`src/rtl/round_key_sequencer_pkg.sv`:
```
// Shared widths and FSM encoding for the round-key sequencer and the logic around it.
package round_key_sequencer_pkg;

  localparam int KEY_W   = 128;
  localparam int ADDR_W  = 4;
  localparam int ROUND_W = 4;

  typedef enum logic [1:0] {
    IDLE    = 2'd0,
    FETCH   = 2'd1,
    PRESENT = 2'd2,
    DONE    = 2'd3
  } state_t;

endpackage

```
`src/rtl/round_key_sequencer.sv`:
```
// Walks a key ROM forwards or backwards and hands round keys to the cipher datapath
// under a valid/ready handshake. The key ROM is outside; Address is its combinational read index.
module round_key_sequencer
  import round_key_sequencer_pkg::*;
#(
  parameter int NUM_ROUNDS = 10,
  parameter int KEY_BASE   = 0
) (
  input  logic               Clk,
  input  logic               Rst_n,
  input  logic               Start,
  input  logic               Decrypt,
  input  logic               Abort,
  input  logic               Ready,
  output logic [ADDR_W-1:0]  Address,
  input  logic [KEY_W-1:0]   Data,
  output logic [KEY_W-1:0]   RoundKey,
  output logic [ROUND_W-1:0] Round,
  output logic               KeyValid,
  output logic               LastRound,
  output logic               Busy,
  output logic               Done
);

  if (KEY_BASE < 0 || NUM_ROUNDS < 0 || KEY_BASE + NUM_ROUNDS > 15) begin : g_bad_params
    $error("round_key_sequencer: KEY_BASE + NUM_ROUNDS must lie within 0..15");
  end

  localparam logic [ADDR_W-1:0]  FIRST_ASC  = ADDR_W'(KEY_BASE);
  localparam logic [ADDR_W-1:0]  FIRST_DESC = ADDR_W'(KEY_BASE + NUM_ROUNDS);
  localparam logic [ROUND_W-1:0] LAST_ROUND = ROUND_W'(NUM_ROUNDS);

  state_t               r_state;
  state_t               w_next_state;
  logic [ADDR_W-1:0]    r_addr;
  logic                 r_decrypt;
  logic [KEY_W-1:0]     r_round_key;
  logic [ROUND_W-1:0]   r_round;
  logic [ADDR_W:0]      w_addr_ext;
  logic [ROUND_W-1:0]   w_new_round;
  logic                 w_accept;
  logic                 w_abort;
  logic                 w_load;
  logic                 w_step;

  assign w_accept    = (r_state == IDLE) && Start && !Abort;
  assign w_abort     = (r_state != IDLE) && Abort;
  assign w_load      = (r_state == FETCH) ||
                       ((r_state == PRESENT) && Ready && (r_round != LAST_ROUND));
  assign w_new_round = (r_state == FETCH) ? '0 : r_round + 1'b1;
  // One extra bit so a step past 0 or 15 is visible and can be refused.
  assign w_addr_ext  = r_decrypt ? {1'b0, r_addr} - 1'b1 : {1'b0, r_addr} + 1'b1;
  assign w_step      = (w_new_round < LAST_ROUND) && !w_addr_ext[ADDR_W];

  // NOTE: clocked state uses non-blocking assignments so every register samples pre-edge values.
  always_ff @(posedge Clk or negedge Rst_n) begin
    if (!Rst_n) r_state <= IDLE;
    else        r_state <= w_next_state;
  end

  // NOTE: default assignment first so no path through the case leaves w_next_state unassigned (no latch).
  always_comb begin
    w_next_state = r_state;
    case (r_state)
      IDLE:    if (w_accept) w_next_state = FETCH;
      FETCH:   w_next_state = Abort ? IDLE : PRESENT;
      PRESENT: begin
        if (Abort)                               w_next_state = IDLE;
        else if (Ready && r_round == LAST_ROUND) w_next_state = DONE;
      end
      DONE:    w_next_state = IDLE;
      default: w_next_state = IDLE;
    endcase
  end

  always_comb begin
    KeyValid  = (r_state == PRESENT);
    Busy      = (r_state != IDLE);
    Done      = (r_state == DONE);
    LastRound = (r_state == PRESENT) && (r_round == LAST_ROUND);
  end

  always_ff @(posedge Clk or negedge Rst_n) begin
    if (!Rst_n) begin
      r_addr      <= FIRST_ASC;
      r_decrypt   <= 1'b0;
      r_round_key <= '0;
      r_round     <= '0;
    end else if (w_abort || r_state == DONE) begin
      r_addr <= FIRST_ASC;
    end else if (w_accept) begin
      r_decrypt <= Decrypt;
      r_addr    <= Decrypt ? FIRST_DESC : FIRST_ASC;
    end else if (w_load) begin
      r_round_key <= Data;
      r_round     <= w_new_round;
      if (w_step) r_addr <= w_addr_ext[ADDR_W-1:0];
    end
  end

  assign Address  = r_addr;
  assign RoundKey = r_round_key;
  assign Round    = r_round;

endmodule

```
`config.mk`:
```
export PLATFORM = sky130hd
export DESIGN_NAME = round_key_sequencer
export DESIGN_NICKNAME = d
export VERILOG_FILES = /design/src/rtl/round_key_sequencer_pkg.sv /design/src/rtl/round_key_sequencer.sv
export SDC_FILE = /design/constraint.sdc
export NUM_CORES = 1
export LEC_CHECK = 0
export BUFFER_PORTS_ARGS = -buffer_cell sky130_fd_sc_hd__buf_2
export CORE_MARGIN = 2
export CORE_UTILIZATION = 30
export CTS_BUF_LIST = sky130_fd_sc_hd__clkbuf_4
export DETAILED_ROUTE_END_ITERATION = 10
export PLACE_DENSITY = 0.56
export SKIP_LAST_GASP = 1
export SYNTH_ARGS = -nofsm -noshare
export SYNTH_HDL_FRONTEND = slang
export SYNTH_SLANG_ARGS = --single-unit
```
`constraint.sdc`:
```
create_clock -name Clk -period 3.2 [get_ports Clk]
set_clock_uncertainty 0.1 [all_clocks]
set_input_delay 0.64 -clock Clk [delete_from_list [all_inputs] [get_ports Clk]]
set_output_delay 0.64 -clock Clk [all_outputs]
set_load 0.005 [all_outputs]
```
==> impl_metrics.csv <==
group,metric,value,unit
timing,hold_violations,0,
timing,relSlewSlack,0.5578,
critical_path,worstSetupStartpointType,"flip-flop",
yosys,synth_area_per_cell,15.72,µm²
grt,grt_pass1_vias,4091,
power,cellLeakagePower,3.709,nW
power,ir_drop,0.3269,mV
final_layout,drive_above_1_share,0.6337,
clock_network,postCtsResizedCells,0,
clock_network,clkTransAtPathRegs,0.13,ns
drt,drc_errors,0,
critical_path,cp-end-kind,"flip-flop",
power,switching_share,0.2996,
placement,gp_routability_congestion,0.8022,
drt,routed_wl,13020,µm
clock_network,cts_made_buffers,17,
yosys,ys_types,30,
clock_network,cts_tree,"built",
grt,grt_pass1_wl,21290,µm
yosys,ys_warn_count,0,
drt,avgViaCountPerCell,4.437,
critical_path,cp_slowest_cell,"dfrtp_1",
timing,fmax,406.4,MHz
placement,port_buffers,273,
yosys,synthFlopType,"dfrtp_1",
clock_network,clockBufferDepth,2,
yosys,yosysSeqAreaShare,0.6322,
clock_network,clk_root_buffer_cell,"clkbuf_4",
final_layout,n_fill_cell,1705,
grt,grt_max_degree,71,
grt,grtUsageTotal,0.1375,
power,powerDensity,757.1,mW/mm²
power,p_comb_frac,0.315,
power,power_frac_clock,0.206,
clock_network,htreeDepth,4,
floorplan,io_pins,274,
power,intPower,0.003949,W
final_layout,nNetsFinal,775,
timing,finalSetupTns,0,ns
yosys,synth_top_area_frac,0.6322,
timing,final.min_clock_period,2.461,ns
critical_path,crit_path_max_fanout,23,
floorplan,fp.dieW,139.4,µm
yosys,yosysTopAreaCell,"dfrtp_1",
timing,setup_viol,0,
yosys,synth_edf_count,0,
placement,pre_cts_ws,0.5265,ns
timing,tightest_slew,0.6633,ns
drt,vias,3891,
grt,globalRouteOverflowTotal,0,
timing,slew_violations,0,
final_layout,area_growth,35.36,%
placement,hpwl,10000,µm
critical_path,max_stage_delay,0.48,ns
yosys,netlist_instances,350,
yosys,synth_seq_cells,139,
drt,first_iter_violations,82,
drt,routedWlPerCell,14.84,µm
timing,rsz0062_at_grt,"false",
critical_path,required,3.51,ns
run_status,status,"finished clean",
drt,firstDrtPassIters,4,
floorplan,die_h,139.4,µm
min_path,hold_path_class,"input pin to flip-flop",
yosys,async_flop_share,1.000,
clock_network,clk_latency,0.53,ns
drt,ant_nets,0,
critical_path,path_class,"flip-flop to flip-flop",
clock_network,post_cts.repair.setup_buffers,0,
critical_path,crit_chain,"or3b_4 -> o211ai_4 -> or2_4 -> buf_4 -> mux2_2",
critical_path,crit_family,"simple AND/OR/NAND/NOR gates",
timing,fin_crit_sh,0.7689,
critical_path,critical_path_arrival,2.77,ns
yosys,synth_common_cells,"dfrtp_1, mux2_2, mux2_1",
timing,setup_ws,0.7394,ns
floorplan,rows,49,
power,power_frac_seq,0.480,
yosys,yosysMostFrequentCell,"dfrtp_1",
power,p_sw,0.001689,W
grt,antenna_found_initial,2,
floorplan,start_util,0.3063,
clock_network,numClockSinks,139,
clock_network,ctsHoldBuffers,1,
critical_path,cp_num_buf_inv,1,
floorplan,die-area,0.01944,mm²
yosys,ys_top_cells_by_area,"dfrtp_1, mux2_2, mux2_1",
yosys,syn-num-nets,490,
floorplan,coreArea,0.01796,mm²
yosys,netlist_area,0.005502,mm²
run,max_cap_violations,0,
[worst register-to-register path, stage by stage, from the launching register on]
cell and delay [ns]:
dfrtp_1 0.48, or3b_4 0.43, o211ai_4 0.26, or2_4 0.39, buf_4 0.31, mux2_2 0.37
[sequential cells by signal, summed over array words and instances, names as in the netlist]
| signal | flops |
|---|---|
| Round | 4 |
| r_decrypt | 1 |
| r_state | 2 |
| RoundKey | 128 |
| Address | 4 |
[power by group through the flow]
stage,logic [W],clock network (W),registers (W)
floorplan,0.000803,0,0.00279
global placement,0.00177,0,0.00272
detailed placement,0.00182,0,0.00275
CTS,0.00182,0.00121,0.00271
global route,0.00197,0.00130,0.00280
finish,0.00177,0.00116,0.00270
[final cells by class]
type                       count  area (µm²)  area share
antenna                        1       2.502   0.0003360
clock buffer                  18       135.1     0.01815
clock inverter                13       152.6     0.02050
inverter                       6       22.52    0.003024
multi-input combinational    190        1872      0.2513
sequential                   139        3478      0.4671
tap                          229       286.5     0.03847
timing repair buffer         281        1498      0.2011
[cells by family (layout without fill, tap and decap cells)]
group	count (synthesis)	after routing	synth area share
AO/OA/AOI/OAI	19	19	0.02479
flip-flops	139	139	0.6322
AND/OR/NAND/NOR	32	32	0.02957
buffers and inverters	21	318	0.02797
multiplexers	129	129	0.2640
other	0	1	0
XOR/XNOR	4	4	0.006369
adder cells (fa/ha/maj)	6	6	0.01501
[layout by cell type, fill, tap and decap left out, types with 2 or more instances in the layout]
cell type and instances:
mux2_2 96, clkbuf_4 18, nand2_1 8, buf_4 2, inv_1 6, buf_2 272
clkinvlp_4 4, xor2_1 2, clkinv_2 4, buf_12 5, dfrtp_1 139, nor2_1 7
and2_1 2, a21o_1 2, a21oi_1 5, o31ai_1 2, nand3_1 4, nand2b_1 5
a31oi_1 2, mux2_1 33, o311a_1 2, ha_1 5, xnor2_1 2, bufinv_16 3
o21ai_0 3
[worst paths after layout]
| check | to | startpoint | slack, ns | cells past startpoint |
|---|---|---|---|---|
| max | RoundKey[83] | r_state[1] | 0.74 | 5 |
| min | RoundKey[70] | Data[70] | 0.21 | 2 |
| max reg2reg | RoundKey[83] | r_state[1] | 0.74 | 5 |
| min reg2reg | RoundKey[46] | RoundKey[46] | 0.40 | 1 |
| max in group asynchronous | Round[1] | Rst_n | 1.73 | 3 |
| min in group asynchronous | RoundKey[64] | Rst_n | 0.59 | 2 |
[routing by layer]
layer  part of all wire  GRT usage  routed length (µm)  up-vias
li1                   -          -                   -     1806
met1               0.39     0.1586                5019     1903
met2               0.51     0.2337                6663      157
met3              0.081    0.05506                1053       23
met4              0.021    0.04519                 267        2
met5             0.0010          0                  13        -
[per-stage QoR]
stage | utilization | total power, W | cell area [µm²] | hold slack (ns) | instances
4_1_cts | 0.4144 | 0.005748 | 7445 | 0.1519 | 876
5_1_grt | 0.4144 | 0.006074 | 7445 | 0.1356 | 876
3_3_place_gp | 0.3979 | 0.004495 | 7147 | 0.3676 | 844
3_5_place_dp | 0.3979 | 0.004566 | 7147 | 0.3754 | 844
6_report | 0.4146 | 0.005638 | 7447 | 0.2099 | 877
2_1_floorplan | - | 0.003590 | 5502 | 0.2444 | 350
Power figures use the tool's default switching activity.
